### src/rtl/mb_clk_pkg.sv
// rtl/mb_clk_pkg.sv - shared types and default constants for the MB clock pattern generator
//  Contents: clkgen_state_e (IDLE/NORMAL/TRAIN encoding), default SER_W/ON_UI/OFF_UI/ITER.
package mb_clk_pkg;

  typedef enum logic [1:0] {
    IDLE   = 2'b00,
    NORMAL = 2'b01,
    TRAIN  = 2'b11
  } clkgen_state_e;

  localparam int DEF_SER_W  = 16;
  localparam int DEF_ON_UI  = 32;
  localparam int DEF_OFF_UI = 16;
  localparam int DEF_ITER   = 128;

endpackage

### src/rtl/mb_clk_pattern_gen_if.sv
// rtl/mb_clk_pattern_gen_if.sv - LTSM request / serializer word bundle for the clock pattern generator
//  Signals: i_start_clk_train, i_ltsm_in_reset (LTSM -> generator);
//           o_ckp_word, o_ckn_word, o_busy, o_done, o_track_word (generator -> serializer/LTSM).
//  o_track_word exists only when MB_CLKGEN_TRACK_EN is defined.
//  Modports: master = generator side, slave = LTSM/serializer side.
interface mb_clk_pattern_gen_if #(
  parameter int SER_W = 16
) ();

  logic             i_start_clk_train;
  logic             i_ltsm_in_reset;
  logic [SER_W-1:0] o_ckp_word;
  logic [SER_W-1:0] o_ckn_word;
  logic             o_busy;
  logic             o_done;
`ifdef MB_CLKGEN_TRACK_EN
  logic [SER_W-1:0] o_track_word;
`endif

  modport master (
    input  i_start_clk_train,
    input  i_ltsm_in_reset,
    output o_ckp_word,
    output o_ckn_word,
    output o_busy,
    output o_done
`ifdef MB_CLKGEN_TRACK_EN
    , output o_track_word
`endif
  );

  modport slave (
    output i_start_clk_train,
    output i_ltsm_in_reset,
    input  o_ckp_word,
    input  o_ckn_word,
    input  o_busy,
    input  o_done
`ifdef MB_CLKGEN_TRACK_EN
    , input o_track_word
`endif
  );

endinterface

### src/rtl/mb_clk_word_lut.sv
// rtl/mb_clk_word_lut.sv - combinational TRAIN word builder for one clock lane polarity
//  Ports: pos_i (UI position of bit0 within the iteration period), last_iter_i (final iteration),
//         word_o (SER_W lane bits, bit0 first). POL=0 builds CKP, POL=1 builds CKN.
module mb_clk_word_lut #(
  parameter int  SER_W  = 16,
  parameter int  ON_UI  = 32,
  parameter int  OFF_UI = 16,
  parameter bit  POL    = 1'b0,
  localparam int PERIOD = ON_UI + OFF_UI,
  localparam int PW     = $clog2(PERIOD)
) (
  input  logic [PW-1:0]    pos_i,
  input  logic             last_iter_i,
  output logic [SER_W-1:0] word_o
);

  localparam logic [PW:0] PERIOD_V = (PW+1)'(PERIOD);
  localparam logic [PW:0] ON_V     = (PW+1)'(ON_UI);

  logic [PW:0] u;
  logic        wrap;
  logic        active;

  always_comb begin
    word_o = '0;
    u      = '0;
    wrap   = 1'b0;
    active = 1'b0;
    for (int k = 0; k < SER_W; k++) begin
      // SER_W <= PERIOD, so a single subtraction folds u back into the period.
      u    = {1'b0, pos_i} + (PW+1)'(k);
      wrap = (u >= PERIOD_V);
      if (wrap) u = u - PERIOD_V;
      // Bits that spill into a new iteration after the final one stay gated.
      active    = (u < ON_V) && !(wrap && last_iter_i);
      word_o[k] = active && (u[0] == POL);
    end
  end

endmodule

### src/rtl/mb_clk_pattern_gen.sv
// rtl/mb_clk_pattern_gen.sv - MB forwarded-clock pattern generator (TRAIN bursts / free-running NORMAL)
//  Ports: i_dig_clk (one word per cycle), i_rst_n (async active-low),
//         bus (mb_clk_pattern_gen_if.master): start/abort requests in, CKP/CKN words, busy, done out.
//  Optional: MB_CLKGEN_TRACK_EN adds o_track_word, a registered copy of o_ckp_word.
module mb_clk_pattern_gen
  import mb_clk_pkg::*;
#(
  parameter int SER_W  = DEF_SER_W,
  parameter int ON_UI  = DEF_ON_UI,
  parameter int OFF_UI = DEF_OFF_UI,
  parameter int ITER   = DEF_ITER
) (
  input  logic                  i_dig_clk,
  input  logic                  i_rst_n,
  mb_clk_pattern_gen_if.master  bus
);

  localparam int PERIOD = ON_UI + OFF_UI;
  localparam int PW     = $clog2(PERIOD);
  localparam int IW     = $clog2(ITER + 1);
  localparam logic [PW:0]      PERIOD_V = (PW+1)'(PERIOD);
  localparam logic [PW:0]      SER_V    = (PW+1)'(SER_W);
  localparam logic [SER_W-1:0] ALT      = {(SER_W/2){2'b01}};

  clkgen_state_e    state_q;
  logic [PW-1:0]    pos_q;
  logic [IW-1:0]    iter_q;
  logic             start_q;
  logic [SER_W-1:0] ckp_q, ckn_q;
  logic [SER_W-1:0] ckp_d, ckn_d;
  logic             busy_q, done_q;
`ifdef MB_CLKGEN_TRACK_EN
  logic [SER_W-1:0] track_q;
`endif

  logic             start_edge, start_drop;
  logic [PW:0]      pos_sum;
  logic             wrap_cross, last_iter;
  logic [PW-1:0]    pos_d;
  logic [SER_W-1:0] lut_ckp, lut_ckn;

  assign start_edge = bus.i_start_clk_train & ~start_q;
  assign start_drop = start_q & ~bus.i_start_clk_train;
  assign pos_sum    = {1'b0, pos_q} + SER_V;
  assign wrap_cross = (pos_sum >= PERIOD_V);
  assign pos_d      = wrap_cross ? PW'(pos_sum - PERIOD_V) : PW'(pos_sum);
  assign last_iter  = (iter_q == IW'(ITER - 1));

  mb_clk_word_lut #(.SER_W(SER_W), .ON_UI(ON_UI), .OFF_UI(OFF_UI), .POL(1'b0)) u_lut_ckp (
    .pos_i(pos_q), .last_iter_i(last_iter), .word_o(lut_ckp)
  );
  mb_clk_word_lut #(.SER_W(SER_W), .ON_UI(ON_UI), .OFF_UI(OFF_UI), .POL(1'b1)) u_lut_ckn (
    .pos_i(pos_q), .last_iter_i(last_iter), .word_o(lut_ckn)
  );

  // Word for the current state; an abort request blanks it in the same cycle.
  always_comb begin
    ckp_d = '0;
    ckn_d = '0;
    if (!bus.i_ltsm_in_reset) begin
      case (state_q)
        TRAIN:   begin ckp_d = lut_ckp; ckn_d = lut_ckn; end
        NORMAL:  begin ckp_d = ALT;     ckn_d = ~ALT;    end
        default: ;
      endcase
    end
  end

  always_ff @(posedge i_dig_clk or negedge i_rst_n) begin
    if (!i_rst_n) begin
      state_q <= IDLE;
      pos_q   <= '0;
      iter_q  <= '0;
      start_q <= 1'b0;
      ckp_q   <= '0;
      ckn_q   <= '0;
      busy_q  <= 1'b0;
      done_q  <= 1'b0;
`ifdef MB_CLKGEN_TRACK_EN
      track_q <= '0;
`endif
    end else begin
      start_q <= bus.i_start_clk_train;
      ckp_q   <= ckp_d;
      ckn_q   <= ckn_d;
`ifdef MB_CLKGEN_TRACK_EN
      track_q <= ckp_d;
`endif
      if (bus.i_ltsm_in_reset) begin
        // Abort leaves o_done as it was.
        state_q <= IDLE;
        pos_q   <= '0;
        iter_q  <= '0;
        busy_q  <= 1'b0;
      end else begin
        if (start_edge || start_drop) done_q <= 1'b0;
        case (state_q)
          TRAIN: begin
            busy_q <= 1'b1;
            pos_q  <= pos_d;
            if (wrap_cross) iter_q <= iter_q + 1'b1;
            if (wrap_cross && last_iter) begin
              state_q <= NORMAL;
              done_q  <= 1'b1;
              pos_q   <= '0;
              iter_q  <= '0;
            end
          end
          NORMAL, IDLE: begin
            busy_q <= 1'b0;
            pos_q  <= '0;
            iter_q <= '0;
            if (start_edge) state_q <= TRAIN;
          end
          default: begin
            busy_q  <= 1'b0;
            state_q <= IDLE;
          end
        endcase
      end
    end
  end

  assign bus.o_ckp_word = ckp_q;
  assign bus.o_ckn_word = ckn_q;
  assign bus.o_busy     = busy_q;
  assign bus.o_done     = done_q;
`ifdef MB_CLKGEN_TRACK_EN
  assign bus.o_track_word = track_q;
`endif

endmodule
### src/flat_wrapper.sv
// flat-port wrapper written by rule: the top's interface ports become plain ports
module mb_clk_pattern_gen_flat import mb_clk_pkg::*;
#(
  parameter int SER_W  = DEF_SER_W,
  parameter int ON_UI  = DEF_ON_UI,
  parameter int OFF_UI = DEF_OFF_UI,
  parameter int ITER   = DEF_ITER
)
  (i_dig_clk, i_rst_n, bus_i_start_clk_train, bus_i_ltsm_in_reset, bus_o_ckp_word, bus_o_ckn_word, bus_o_busy, bus_o_done);
  mb_clk_pattern_gen_if #(.SER_W(SER_W)) bus_i ();
  input  logic i_dig_clk;
  input  logic i_rst_n;
  input wire logic [$bits(bus_i.i_start_clk_train)-1:0] bus_i_start_clk_train;
  input wire logic [$bits(bus_i.i_ltsm_in_reset)-1:0] bus_i_ltsm_in_reset;
  output wire logic [$bits(bus_i.o_ckp_word)-1:0] bus_o_ckp_word;
  output wire logic [$bits(bus_i.o_ckn_word)-1:0] bus_o_ckn_word;
  output wire logic [$bits(bus_i.o_busy)-1:0] bus_o_busy;
  output wire logic [$bits(bus_i.o_done)-1:0] bus_o_done;
  assign bus_i.i_start_clk_train = bus_i_start_clk_train;
  assign bus_i.i_ltsm_in_reset = bus_i_ltsm_in_reset;
  assign bus_o_ckp_word = bus_i.o_ckp_word;
  assign bus_o_ckn_word = bus_i.o_ckn_word;
  assign bus_o_busy = bus_i.o_busy;
  assign bus_o_done = bus_i.o_done;
  mb_clk_pattern_gen #(.SER_W(SER_W), .ON_UI(ON_UI), .OFF_UI(OFF_UI), .ITER(ITER)) u_core (.i_dig_clk(i_dig_clk), .i_rst_n(i_rst_n), .bus(bus_i));
endmodule
### config.mk
export PLATFORM = sky130hd
export DESIGN_NAME = mb_clk_pattern_gen_flat
export DESIGN_NICKNAME = d
export VERILOG_FILES = /design/src/rtl/mb_clk_pkg.sv /design/src/rtl/mb_clk_pattern_gen_if.sv /design/src/rtl/mb_clk_word_lut.sv /design/src/rtl/mb_clk_pattern_gen.sv /design/src/flat_wrapper.sv
export SDC_FILE = /design/constraint.sdc
export NUM_CORES = 1
export LEC_CHECK = 0
export BUFFER_PORTS_ARGS = -buffer_cell sky130_fd_sc_hd__buf_4
export CORE_ASPECT_RATIO = 0.6
export CORE_MARGIN = 1.5
export CORE_UTILIZATION = 25
export DETAILED_ROUTE_END_ITERATION = 8
export PLACE_DENSITY_LB_ADDON = 0.3
export SLEW_MARGIN = 20
export SYNTH_ARGS = -nofsm -noshare
export SYNTH_HDL_FRONTEND = slang
export SYNTH_SLANG_ARGS = --single-unit
### constraint.sdc
create_clock -name i_dig_clk -period 1.7 [get_ports i_dig_clk]
set_input_delay 0.085 -clock i_dig_clk [delete_from_list [all_inputs] [get_ports i_dig_clk]]
set_output_delay 0.085 -clock i_dig_clk [all_outputs]
set_load 0.02 [all_outputs]
==> key figures <==
Outcome
  – Outcome: finished, final reports clean

Finish
  – Layout area overhead: 19.2%
  – Antenna cell count: 0
  – Share of cells above drive strength 1: 35.0%
  – Finished Core Util: 31.4%
  – FILL cells: 488
  – Footprint of the multi-input gates: 493 um^2
  – Seq. cell area: 475 um^2
  – Final-stage net count: 155

Die
  – # rows: 19
  – I/O pins: 38
  – Chip height: 57 um
  – CORE AREA: 4610 um^2
  – Initial Utilization: 26.3%
  – Die footprint: 5300 um^2
  – Die width: 93.0 um

Setup path
  – CP required: 1.88 ns
  – Worst setup path category: reg2reg
  – Kind of end point of the critical path: flip-flop
  – Crit path DAT: around 1.8 ns
  – CP max FO: 10
  – Cells on worst reg2reg path: 5
  – Setup crit start kind: flip-flop

Global routing
  – Vias in the first global route: 746
  – Largest net degree at the start of global routing: 20
  – Grt met1 use: 14.7%
  – Total congestion overflow: 0
  – GRT busiest layer: met1
  – All-Layer GR Usage: approximately a tenth
  – Met3 Resource Use GR: around 4%
  – Initial antenna violation count: 0
  – First-pass GRT wire length: 3750 um
  – Met2 usage: 12.0%

Synth
  – Syn Inst Count: 128
  – Number of unique standard cell types used by synthesis: 31
  – Yosys warning count: 0
  – Ys flop type: dfrtp_1
  – Most numerous cell in the Yosys netlist: buf_4
  – Syn Area/Cell: 9.49 um^2
  – Post-Syn Area: roughly 1200 um^2
  – Yosys top cell area share: between 30% and 40%
  – Seq cells post-synth: 19
  – Synth cell count leaders: 30 x buf_4, 19 x dfrtp_1, 13 x nand2_1
  – Post-synth top area cell: dfrtp_1
  – Synth top area cells: dfrtp_1 39%, buf_4 19%, ha_1 7.2%, nand2_1 4.0%, o211ai_1 2.5%
  – Number of synthesized flops with an enable pin: 0
  – Syn Nets: 139
  – Seq/Total Area, Yosys: about two fifths
  – Ys async rst share: 100%

Timing
  – Final setup violation count: 0
  – Crit share post-route: around 94%
  – Minimum clock period: 1.59 ns
  – Unrepaired setup endpoints after global routing: false
  – Worst setup margin: around 0.11 ns
  – Setup TNS: 0 ns
  – Clock skew: ~0.0029 ns
  – Fmax: 0.629 GHz
  – Final hold viol count: 0
  – Final number of max-transition violations: 0

CTS
  – Maximum buffer depth of the clock tree: 2
  – Number of buffers created by CTS: 3
  – Worst skew pair latency: 0.26 ns
  – # clock sinks: 19
  – CTS HTree Levels: 1
  – CTS tree: built
  – Clock root cell: clkbuf_8
  – Clk pin slew, worst setup/hold paths: roughly 0.080 ns

Routing
  – Mean routed wirelength per cell: 11.6 um
  – DRT Wirelength: 2380 um
  – DRT Pass-1 Iters: 4
  – Avg Vias per Cell: 4.45
  – Drt initial violations: 41
  – Post-route ant nets: 0
  – DRC Markers: 0
  – Via count: 917

Power
  – Pwr Density: 654 nW/um^2
  – Lkg Pwr: 0.639 nW
  – Design Power: approximately 0.00095 W
  – Peak supply drop: roughly 0.00022 V
  – Reg power frac: roughly half
  – Cell internal pwr: between 0.0006 and 0.0007 W
  – Switch share: 27.4%
  – Clock power share: approximately 34%
  – Net Sw Power: 0.000260 W
  – Combinational power share: 15.8%

Run
  – Total of max-cap violations: 0

Worst hold path
  – Hold crit path type: in2reg
  – Hold path depth: 2

Placement
  – Dpl ws: 0.0596 ns
  – Dpl hpwl: about 1900 um
  – Port buffer count: 37
  – Final RePlAce weighted congestion: 0.785
[timing repair]
item                                    CTS  global route
hold buffers                              2             0
gates resized for setup                   0             3
endpoints found under the hold margin    20             0
buffers inserted                          0             0
endpoints found under the setup margin    0             5
[logic make-up (layout without fill, tap and decap cells)]
group	Yosys count	in the layout	synth area share, %
other	1	1	0.309
muxes	2	2	1.65
and+or+nand+nor	34	34	15.4
buffers and inverters	39	54	21.5
AOI/OAI and AO/OA	25	25	14.0
xor gates and xnor gates	1	1	0.721
adders and majority gates	7	7	7.21
DFF	19	19	39.1
[critical path, stage by stage (launching register included)]
cell and delay [ns]:
dfrtp_1 0.42, inv_1 0.15, ha_4 0.18, o21ai_2 0.14
or4_1 0.52, o211ai_1 0.10
[path summary, 6_finish.rpt]
check | from | end | slack, ns
setup reg to reg | u_core.pos_q[4] | u_core.iter_q[5] | 0.11
max in group asynchronous | i_rst_n | u_core.bus.o_ckn_word[15] | 1.27
hold / removal | bus_i_ltsm_in_reset | u_core.state_q[0] | 0.02
setup / recovery | u_core.pos_q[4] | u_core.iter_q[5] | 0.11
min in group asynchronous | i_rst_n | u_core.iter_q[3] | 0.23
hold reg to reg | u_core.bus.o_done | u_core.bus.o_done | 0.55
[cell type report]
| cell class | instances | area share (%) |
|---|---|---|
| clock buffers | 3 | 2.85 |
| clock inverters | 1 | 0.346 |
| inverters | 7 | 1.82 |
| multi-input cells | 70 | 34.1 |
| flip-flops and latches | 19 | 32.8 |
| well taps | 63 | 5.45 |
| repair buffers | 43 | 22.6 |
[per-stage QoR]
stage,area [um^2],hold WS [ns],cells
final,1450,0.0189,206
after global routing,1450,0.0166,206
after CTS,1430,0.0120,206
after detailed placement,1370,-0.0213,200
after global placement,1370,-0.0179,200
after floorplan,1210,-0.211,128
[cell usage in the layout (no fill, tap or decap), types with 2 or more instances in the layout]
cell and instances:
a21oi_1 5, a31oi_1 3, buf_4 41, clkbuf_8 3, dfrtp_1 19, dlygate4sd3_1 2, ha_1 5, inv_1 7
mux2i_1 2, nand2_1 13, nand2b_1 2, nand3_1 3, nand3b_1 2, nand4b_1 2, nor2_1 3, nor2b_1 2
nor3_1 2, o211ai_1 4, o21a_1 2, o21ai_0 2, o22ai_1 2, o31ai_1 2, or4_1 3
[flip-flops by register name (all words and copies together) (netlist names)]
name / cells
u_core.start_q: 1
u_core.bus.o_ckp_word: 1
u_core.iter_q: 8
u_core.bus.o_busy: 1
u_core.pos_q: 2
u_core.state_q: 2
u_core.bus.o_ckn_word: 3
u_core.bus.o_done: 1
[power by group through the flow]
stage / combinational, W / clock [W] / sequential [W]
5_1_grt: 0.000161 / 0.000360 / 0.000476
3_5_place_dp: 0.000148 / 0 / 0.000483
6_report: 0.000149 / 0.000323 / 0.000474
3_3_place_gp: 0.000149 / 0 / 0.000482
2_1_floorplan: 0.000113 / 0 / 0.000484
4_1_cts: 0.000152 / 0.000342 / 0.000474
[metal layers]
| metal | up-vias | wire length [um] |
|---|---|---|
| li1 | 448 | - |
| met1 | 423 | 1240 |
| met2 | 44 | 907 |
| met3 | 2 | 228 |
| met4 | 0 | 4 |
| met5 | - | 0 |
Note: power is estimated with default switching activity, not from simulation.
